File: src/rtl/code39_bar_generator.sv
// Code 39 transmitter: serializes 6-bit character codes into narrow/wide bars and spaces.
// Optional feature macro CODE39_AUTO_STAR_EN inserts the '*' start/stop characters automatically.
module code39_bar_generator #(
    parameter int unsigned NARROW = 4,
    parameter int unsigned WIDE   = 8,
    parameter int unsigned GAP    = 4,
    parameter int unsigned QUIET  = 40,
    parameter int unsigned CNT_W  = 8
) (
    input  logic       clk,
    input  logic       rst,
    input  logic       in_valid,
    input  logic [5:0] in_code,
    input  logic       in_last,
    output logic       in_ready,
    output logic       bar,
    output logic       elem_strb,
    output logic       char_done,
    output logic       busy,
    output logic       err
);

    localparam int unsigned PAT_W = 9;
    localparam int unsigned IDX_W = 4;
    localparam logic [5:0]  STAR_CODE = 6'd43;
    localparam logic [5:0]  NUM_CODES = 6'd44;

    typedef enum logic [1:0] {S_IDLE, S_ELEM, S_GAP, S_QUIET} state_t;

    // Element pattern per code, bit8 is emitted first, 1 = wide
    function automatic logic [PAT_W-1:0] f_rom(input logic [5:0] code);
        case (code)
            6'd0:  f_rom = 9'b000110100;  6'd1:  f_rom = 9'b100100001;
            6'd2:  f_rom = 9'b001100001;  6'd3:  f_rom = 9'b101100000;
            6'd4:  f_rom = 9'b000110001;  6'd5:  f_rom = 9'b100110000;
            6'd6:  f_rom = 9'b001110000;  6'd7:  f_rom = 9'b000100101;
            6'd8:  f_rom = 9'b100100100;  6'd9:  f_rom = 9'b001100100;
            6'd10: f_rom = 9'b100001001;  6'd11: f_rom = 9'b001001001;
            6'd12: f_rom = 9'b101001000;  6'd13: f_rom = 9'b000011001;
            6'd14: f_rom = 9'b100011000;  6'd15: f_rom = 9'b001011000;
            6'd16: f_rom = 9'b000001101;  6'd17: f_rom = 9'b100001100;
            6'd18: f_rom = 9'b001001100;  6'd19: f_rom = 9'b000011100;
            6'd20: f_rom = 9'b100000011;  6'd21: f_rom = 9'b001000011;
            6'd22: f_rom = 9'b101000010;  6'd23: f_rom = 9'b000010011;
            6'd24: f_rom = 9'b100010010;  6'd25: f_rom = 9'b001010010;
            6'd26: f_rom = 9'b000000111;  6'd27: f_rom = 9'b100000110;
            6'd28: f_rom = 9'b001000110;  6'd29: f_rom = 9'b000010110;
            6'd30: f_rom = 9'b110000001;  6'd31: f_rom = 9'b011000001;
            6'd32: f_rom = 9'b111000000;  6'd33: f_rom = 9'b010010001;
            6'd34: f_rom = 9'b110010000;  6'd35: f_rom = 9'b011010000;
            6'd36: f_rom = 9'b010000101;  6'd37: f_rom = 9'b110000100;
            6'd38: f_rom = 9'b011000100;  6'd39: f_rom = 9'b010101000;
            6'd40: f_rom = 9'b010100010;  6'd41: f_rom = 9'b010001010;
            6'd42: f_rom = 9'b000101010;  6'd43: f_rom = 9'b010010100;
            default: f_rom = '0;
        endcase
    endfunction

    function automatic logic [CNT_W-1:0] f_width(input logic wide);
        f_width = wide ? CNT_W'(WIDE - 1) : CNT_W'(NARROW - 1);
    endfunction

    state_t             r_state, w_nxt_state;
    logic [CNT_W-1:0]   r_cnt, w_nxt_cnt;
    logic [IDX_W-1:0]   r_idx, w_nxt_idx, w_nidx;
    logic [PAT_W-1:0]   r_pat, w_nxt_pat, w_load_pat;
    logic               r_last, w_nxt_last;
    logic               r_ready, r_bar, r_strb, r_done, r_busy, r_err;
    logic               w_nxt_ready, w_nxt_strb, w_load;
    logic               w_code_ok, w_accept, w_invalid;
`ifdef CODE39_AUTO_STAR_EN
    logic               r_pend, w_nxt_pend;
    logic               r_tail, w_nxt_tail;
    logic               r_held_last, w_nxt_hlast;
    logic [PAT_W-1:0]   r_held_pat, w_nxt_hpat;
`endif

    assign w_code_ok = (in_code < NUM_CODES);
    assign w_accept  = in_valid & r_ready & w_code_ok;
    assign w_invalid = in_valid & r_ready & ~w_code_ok;
    assign w_nidx    = r_idx + IDX_W'(1);

    // Next-state, counter and element sequencing
    always_comb begin
        w_nxt_state = r_state;
        w_nxt_cnt   = r_cnt;
        w_nxt_idx   = r_idx;
        w_nxt_pat   = r_pat;
        w_nxt_last  = r_last;
        w_nxt_strb  = 1'b0;
        w_load      = 1'b0;
        w_load_pat  = '0;
`ifdef CODE39_AUTO_STAR_EN
        w_nxt_pend  = r_pend;
        w_nxt_tail  = r_tail;
        w_nxt_hlast = r_held_last;
        w_nxt_hpat  = r_held_pat;
`endif
        unique case (r_state)
            S_IDLE: begin
                if (w_accept) begin
                    w_load = 1'b1;
`ifdef CODE39_AUTO_STAR_EN
                    w_load_pat  = f_rom(STAR_CODE);
                    w_nxt_pend  = 1'b1;
                    w_nxt_hpat  = f_rom(in_code);
                    w_nxt_hlast = in_last;
                    w_nxt_last  = 1'b0;
                    w_nxt_tail  = 1'b0;
`else
                    w_load_pat = f_rom(in_code);
                    w_nxt_last = in_last;
`endif
                end
            end
            S_ELEM: begin
                if (r_cnt != '0) begin
                    w_nxt_cnt = r_cnt - CNT_W'(1);
                end else if (r_idx == IDX_W'(PAT_W - 1)) begin
                    w_nxt_state = S_GAP;
                    w_nxt_cnt   = CNT_W'(GAP - 1);
                end else begin
                    w_nxt_idx  = w_nidx;
                    w_nxt_cnt  = f_width(r_pat[IDX_W'(PAT_W - 1) - w_nidx]);
                    w_nxt_strb = 1'b1;
                end
            end
            S_GAP: begin
                if (r_cnt != '0) begin
                    w_nxt_cnt = r_cnt - CNT_W'(1);
`ifdef CODE39_AUTO_STAR_EN
                end else if (r_pend) begin
                    w_load     = 1'b1;
                    w_load_pat = r_held_pat;
                    w_nxt_last = r_held_last;
                    w_nxt_pend = 1'b0;
                end else if (r_tail) begin
                    w_nxt_state = S_QUIET;
                    w_nxt_cnt   = CNT_W'(QUIET - 1);
                    w_nxt_tail  = 1'b0;
                end else if (r_last) begin
                    w_load     = 1'b1;
                    w_load_pat = f_rom(STAR_CODE);
                    w_nxt_tail = 1'b1;
`endif
                end else if (w_accept) begin
                    w_load     = 1'b1;
                    w_load_pat = f_rom(in_code);
                    w_nxt_last = in_last;
                end else if (r_last) begin
                    w_nxt_state = S_QUIET;
                    w_nxt_cnt   = CNT_W'(QUIET - 1);
                end else begin
                    w_nxt_state = S_IDLE;
                end
            end
            S_QUIET: begin
                if (r_cnt != '0) begin
                    w_nxt_cnt = r_cnt - CNT_W'(1);
                end else begin
                    w_nxt_state = S_IDLE;
                end
            end
        endcase
        if (w_load) begin
            w_nxt_state = S_ELEM;
            w_nxt_pat   = w_load_pat;
            w_nxt_idx   = '0;
            w_nxt_cnt   = f_width(w_load_pat[PAT_W-1]);
            w_nxt_strb  = 1'b1;
        end
        // Ready is offered in IDLE and in the final gap cycle of a host character
        w_nxt_ready = (w_nxt_state == S_IDLE) ||
                      ((w_nxt_state == S_GAP) && (w_nxt_cnt == '0)
`ifdef CODE39_AUTO_STAR_EN
                       && !w_nxt_pend && !w_nxt_last
`endif
                      );
    end

    always_ff @(posedge clk) begin
        if (rst) begin
            r_state <= S_IDLE;
            r_cnt   <= '0;
            r_idx   <= '0;
            r_pat   <= '0;
            r_last  <= 1'b0;
            r_ready <= 1'b1;
            r_bar   <= 1'b0;
            r_strb  <= 1'b0;
            r_done  <= 1'b0;
            r_busy  <= 1'b0;
            r_err   <= 1'b0;
`ifdef CODE39_AUTO_STAR_EN
            r_pend      <= 1'b0;
            r_tail      <= 1'b0;
            r_held_last <= 1'b0;
            r_held_pat  <= '0;
`endif
        end else begin
            r_state <= w_nxt_state;
            r_cnt   <= w_nxt_cnt;
            r_idx   <= w_nxt_idx;
            r_pat   <= w_nxt_pat;
            r_last  <= w_nxt_last;
            r_ready <= w_nxt_ready;
            r_bar   <= (w_nxt_state == S_ELEM) && !w_nxt_idx[0];
            r_strb  <= w_nxt_strb;
            r_done  <= (w_nxt_state == S_GAP) && (w_nxt_cnt == '0);
            r_busy  <= (w_nxt_state != S_IDLE);
            r_err   <= w_invalid;
`ifdef CODE39_AUTO_STAR_EN
            r_pend      <= w_nxt_pend;
            r_tail      <= w_nxt_tail;
            r_held_last <= w_nxt_hlast;
            r_held_pat  <= w_nxt_hpat;
`endif
        end
    end

    assign in_ready  = r_ready;
    assign bar       = r_bar;
    assign elem_strb = r_strb;
    assign char_done = r_done;
    assign busy      = r_busy;
    assign err       = r_err;

endmodule
File: config.mk
export PLATFORM = sky130hd
export DESIGN_NAME = code39_bar_generator
export DESIGN_NICKNAME = d
export VERILOG_FILES = /design/src/rtl/code39_bar_generator.sv
export SDC_FILE = /design/constraint.sdc
export NUM_CORES = 1
export LEC_CHECK = 0
export BUFFER_PORTS_ARGS = -buffer_cell sky130_fd_sc_hd__buf_4
export CORE_ASPECT_RATIO = 0.6
export CORE_MARGIN = 3
export CORE_UTILIZATION = 42
export DETAILED_ROUTE_END_ITERATION = 12
export GPL_TIMING_DRIVEN = 0
export PLACE_DENSITY = 0.58
export SKIP_CTS_REPAIR_TIMING = 1
export SLEW_MARGIN = 20
export SYNTH_ARGS = -nofsm -noshare
export SYNTH_HDL_FRONTEND = slang
export SYNTH_SLANG_ARGS = --single-unit
File: constraint.sdc
create_clock -name clk -period 3.77 [get_ports clk]
set_clock_uncertainty 0.05 [all_clocks]
set_input_delay 0.5655 -clock clk [delete_from_list [all_inputs] [get_ports clk]]
set_output_delay 0.5655 -clock clk [all_outputs]
set_load 0.05 [all_outputs]
After elaboration in Yosys (flattened, before gate mapping). Memories as Yosys holds them, arrays and structs flattened. Cells that the tools add are included.

Add/sub/neg operators: 3. Order comparisons: 2. Equal/unequal tests: 7. Multiplexer cells: 38. Bitwise logic cells: 6. Reductions and logical operators: 13.

Operators by type and width (number): two-way mux 8 bit (6); two-way mux 9 bit (3); one-hot mux 8 bit (3 select lines) (1); one-hot mux 9 bit (2 select lines) (1); two-way mux 2 bit (7); two-way mux 1 bit (13); two-way mux 3 bit (3); zero test 8 bit (1); nonzero test 8 bit (1); subtractor 8 x 1 -> 8 bit (second input constant) (1); == test 2 bit (second input constant) (3); less-than comparator 6 bit (second input constant) (1); one-hot mux 2 bit (3 select lines) (1); less-than comparator 4 x 5 -> 1 bit (second input constant) (1); adder 4 x 1 -> 4 bit (second input constant) (1); binary-select mux 1 bit (select 4 bit) (1); == test 2 x 1 -> 1 bit (second input constant) (2); == test 4 bit (second input constant) (1); zero test 2 bit (2); one-hot mux 1 bit (2 select lines) (2); nonzero test 2 bit (2); subtractor 4 bit (first input constant) (1); AND 1 bit (3); NOT 1 bit (3); 7 further kinds (8).

Bits in registers: 30. ROM bits: 1152. Input port bits: 10. Output and inout bits: 6. Word-level logic and storage cells: 83. Memories: 2.

Memories: (name not given) (depth 64, width 9, read ports 1, clocked after memory_dff 0, wr ports 0, RTL line 32) `case (code)`; (name not given) (depth 64, width 9, read ports 1, clocked after memory_dff 0, wr ports 0, RTL line 32).

Longest topological paths before layout.
Depth after elaboration: 12. Mapped depth: 11. Mapped depth without buffers: 11.

Least setup slack after synthesis. OpenSTA, ideal clock, no wires.

Path kind: flip-flop to flip-flop. Start: register r_idx[0]. End: register r_done, in the netlist char_done. Library setup time: 0.066 ns. Arrival time: 2.295 ns. Required time: 3.654 ns. Slack: 1.359 ns. Stages on the path, launching flop included: 12. Buffers on the path: 2. Clock period less this slack: 2.411 ns. Path through: dfxtp_1 clkbuf_1 inv_1 ha_1 buf_4 nor2_1 a31o_1 a221o_1 o21a_1 nor4_2 o211ai_1 nor2_1.

Longest elaborated chain between the ends: 11. Elaborated cells between the ends (all ways): 17. Classes of those cells: add/sub: 2; eq/ne: 2; mux: 11; reduce/logical: 2.

Ends and longest elaborated chain: start, declared (RTL line 65) `logic [IDX_W-1:0] r_idx, w_nxt_idx, w_nidx;`; start signal, assigned (RTL line 203) `r_idx <= w_nxt_idx;`; adder 4 x 1 -> 4 bit (RTL line 81) `assign w_nidx = r_idx + IDX_W'(1);`; named net w_nidx[1] (RTL line 65); subtractor 4 bit (RTL line 124) `w_nxt_cnt = f_width(r_pat[IDX_W'(PAT_W - 1) - w_nidx]);`; binary-select mux 1 bit (select 4 bit) (RTL line 124); two-way mux 1 bit (implied by the code) (RTL line 124); two-way mux 3 bit (RTL line 60) `f_width = wide ? CNT_W'(WIDE - 1) : CNT_W'(NARROW - 1);`; two-way mux 3 bit (RTL line 119) `end else if (r_idx == IDX_W'(PAT_W - 1)) begin`; two-way mux 8 bit (RTL line 117) `if (r_cnt != '0) begin`; one-hot mux 8 bit (3 select lines) (RTL line 99) `unique case (r_state)`; two-way mux 8 bit (RTL line 165) `if (w_load) begin`; zero test 8 bit (RTL line 209) `r_done <= (w_nxt_state == S_GAP) && (w_nxt_cnt == '0);`; logical AND 1 bit (RTL line 209); end signal, assigned (RTL line 209); end, declared (RTL line 68) `logic r_ready, r_bar, r_strb, r_done, r_busy, r_err;`.

The timed path passes the listed nets, and every way through them passes these cells. The select of a mux whose other input is x is not followed. A chain may end at the register's enable or synchronous reset.

Worst setup path after layout. Same ends and word-level chain as after synthesis.

==> flow_metrics.tcl <==
set metrics [dict create \
    drive_above_1_share_pct 16.0 \
    min_period_ps 2910 \
    rows 20 \
    ys_seq_area_share_pct 26.4 \
    drtPass1Iterations 4 \
    synth_top_area_share_pct 26.4 \
    place_area_mm2 0.00246 \
    cts_made_buffers 5 \
    grt_setup_unrepaired "no" \
    nNetsFinal 334 \
    ys.flop_type "dfxtp_1" \
    grt_pass1_wl_mm 9.94 \
    hold_class "reg -> reg" \
    maxSlewViolCount 0 \
    worstMarginPinSlew_ps 520 \
    antenna_left 0 \
    drv_cap 0 \
    power-per-cell-area_mw_per_mm2 385 \
    viasPerCell 5.89 \
    vdd_drop_max_v 0.000192 \
    io_pins 16 \
    fmax_mhz 344 \
    cts_tree "yes" \
    p_total_mw 0.985 \
    synthTopCellsByArea "dfxtp_1, ha_1, nor2_1" \
    final_cell_mix "nor2_1, dfxtp_1, nand2_1" \
    routedWlPerCell_um 15.8 \
    clock_latency_ps 280 \
    grt_antenna_before_repair 0 \
    yosys.cell_types.count 59 \
    path_class "reg -> reg" \
    clockBufferDepth 2 \
    drc_errors 0 \
    timing.slew.headroom_pct 65.3 \
    crit_chain "clkbuf_1 -> inv_1 -> ha_1 -> buf_4 -> nor2_1 -> a31o_1 -> a211oi_1 -> nor3_1 -> nor4_2 -> o211ai_1 -> nor2_1" \
    hpwlAfterDp_mm 4.55 \
    grt-ovfl-total 0 \
    async_reset_ff_share_pct 0 \
    setup_tns_ps 0 \
    core_mm2 0.00515 \
    finalSetupViolations 0 \
    initial_core_util_pct 44.1 \
    finalCritPeriodShare_pct 77.2 \
    cp.required_ps 3940 \
    htree_levels 2 \
    syn_area_per_cell_um2 7.84 \
    cts_sinks 30 \
    critPathMostFrequentCell "nor2_1" \
    design_area_mm2 0.00256 \
    final_common_cell "nor2_1" \
    run_status "finished clean" \
    synth_warnings 0 \
    wl_mm 5.96 \
    endpoint_kind "flip-flop" \
    grt_pass1_vias 1920 \
    hold_viol_final 0 \
    cp.arrival_ps 3080 \
    postSynthCellCount 290 \
    critPathLaunchType "flip-flop" \
    crit_fanout 7 \
    dieArea_mm2 0.00636 \
    place.gp.congestion 0.846 \
    syn2layout_area_growth_pct 12.4 \
    vias 2225 \
    synth_enable_flop_cells 0 \
    whs_ps 403 \
    max_stage_delay_ps 420 \
    cp_top_family "compound AO/OA/AOI/OAI gates" \
    cp_slowest_cell "nor4_2" \
    syn_area_mm2 0.00227 \
    cts_root_buf "clkbuf_8" \
    port_buffers 14 \
    yosys.area.top_type "dfxtp_1" \
    synth_seq_cells 30 \
    crit_buf_inv 3 \
    diodes 0 \
    die_x_um 101 \
    grt_max_degree 12 \
    cts.clk_slew.worst_paths_ps 70 \
    track_usage_pct 19.6 \
    syn-num-nets 313 \
    first_iter_violations 203 \
    leakagePower_nw 0.975 \
    die_h_um 63.0 \
]
-- cells by family (layout without fill, tap and decap cells) --
family	Yosys count	in the layout	share of synthesized area, %
AOI/OAI and AO/OA	81	81	25.0
xor gates and xnor gates	7	7	2.70
adders and majority gates	13	13	7.15
buffers and inverters	35	57	7.04
DFF	30	30	26.4
muxes	11	11	6.49
and+or+nand+nor	113	113	25.2
-- state kept, by name, indices dropped and copies added (netlist names) --
| register | flops |
|---|---|
| r_pat | 9 |
| r_idx | 4 |
| bar | 1 |
| r_state | 2 |
| err | 1 |
| in_ready | 1 |
| char_done | 1 |
| r_cnt | 8 |
| busy | 1 |
| r_last | 1 |
| elem_strb | 1 |
-- worst reg2reg max path, cell delays in order (launching register included) --
cell and delay [ps]:
dfxtp_1 340, clkbuf_1 330, inv_1 130, ha_1 300, buf_4 160, nor2_1 60, a31o_1 230, a211oi_1 360
nor3_1 140, nor4_2 420, o211ai_1 220, nor2_1 120
-- through the flow --
| step | setup slack, ps | cells | utilization, % |
|---|---|---|---|
| floorplan | 1360 | 290 | - |
| global placement | 913 | 370 | 47.7 |
| detailed placement | 917 | 370 | 47.7 |
| CTS | 859 | 378 | 49.6 |
| global route | 598 | 378 | 49.6 |
| finish | 860 | 378 | 49.6 |
-- metal layers --
layer	global-route usage, %	part of all wire [%]	vias to the layer above
li1	-	-	1104
met1	33.5	56	1031
met2	21.8	34	85
met3	6.80	9.8	5
met4	3.65	0.40	0
met5	0	0	-
-- report_power, final --
| group | switching [mW] | internal, mW | leakage, nW | total, mW |
|---|---|---|---|---|
| Combinational | 0.209 | 0.138 | 0.683 | 0.347 |
| Clock | 0.127 | 0.147 | 0.0472 | 0.274 |
| Sequential | 0.0220 | 0.342 | 0.245 | 0.364 |
| Total | 0.358 | 0.627 | 0.975 | 0.985 |
-- worst paths after layout --
| kind | cells after the start | startpoint | endpoint | slack [ps] |
|---|---|---|---|---|
| max | 11 | r_idx[0] | char_done | 860 |
| min reg2reg | 2 | r_pat[5] | r_pat[5] | 400 |
| max reg2reg | 11 | r_idx[0] | char_done | 860 |
| min | 2 | r_pat[5] | r_pat[5] | 400 |
-- area by class of cell --
type                    instances  area (um^2)
plain buffers                  20          104
clock buffers                   6         82.6
clock inverters                 2         12.5
fillers                       511         2600
inverters                      15         56.3
multi-input cells             225         1510
flip-flops and latches         30          601
well taps                      66         82.6
repair buffers                 14          105
-- Yosys cell counts (all sizes together) (2+ instances only) --
library cell / count
nand3: 5
xnor2: 6
inv: 15
o21ai: 18
o211ai: 5
a221o: 2
o21a: 3
o32ai: 2
nor3b: 4
dfxtp: 30
a211oi: 11
buf: 12
and4b: 2
ha: 13
clkbuf: 7
a21oi: 17
a32oi: 3
mux2i: 8
mux4: 3
nand4: 2
a221oi: 4
nand2b: 2
o221ai: 3
nor3: 13
a31o: 2
nand2: 29
nor2: 43
nor4: 6
and3: 2
(Power assumes the default switching activity.)
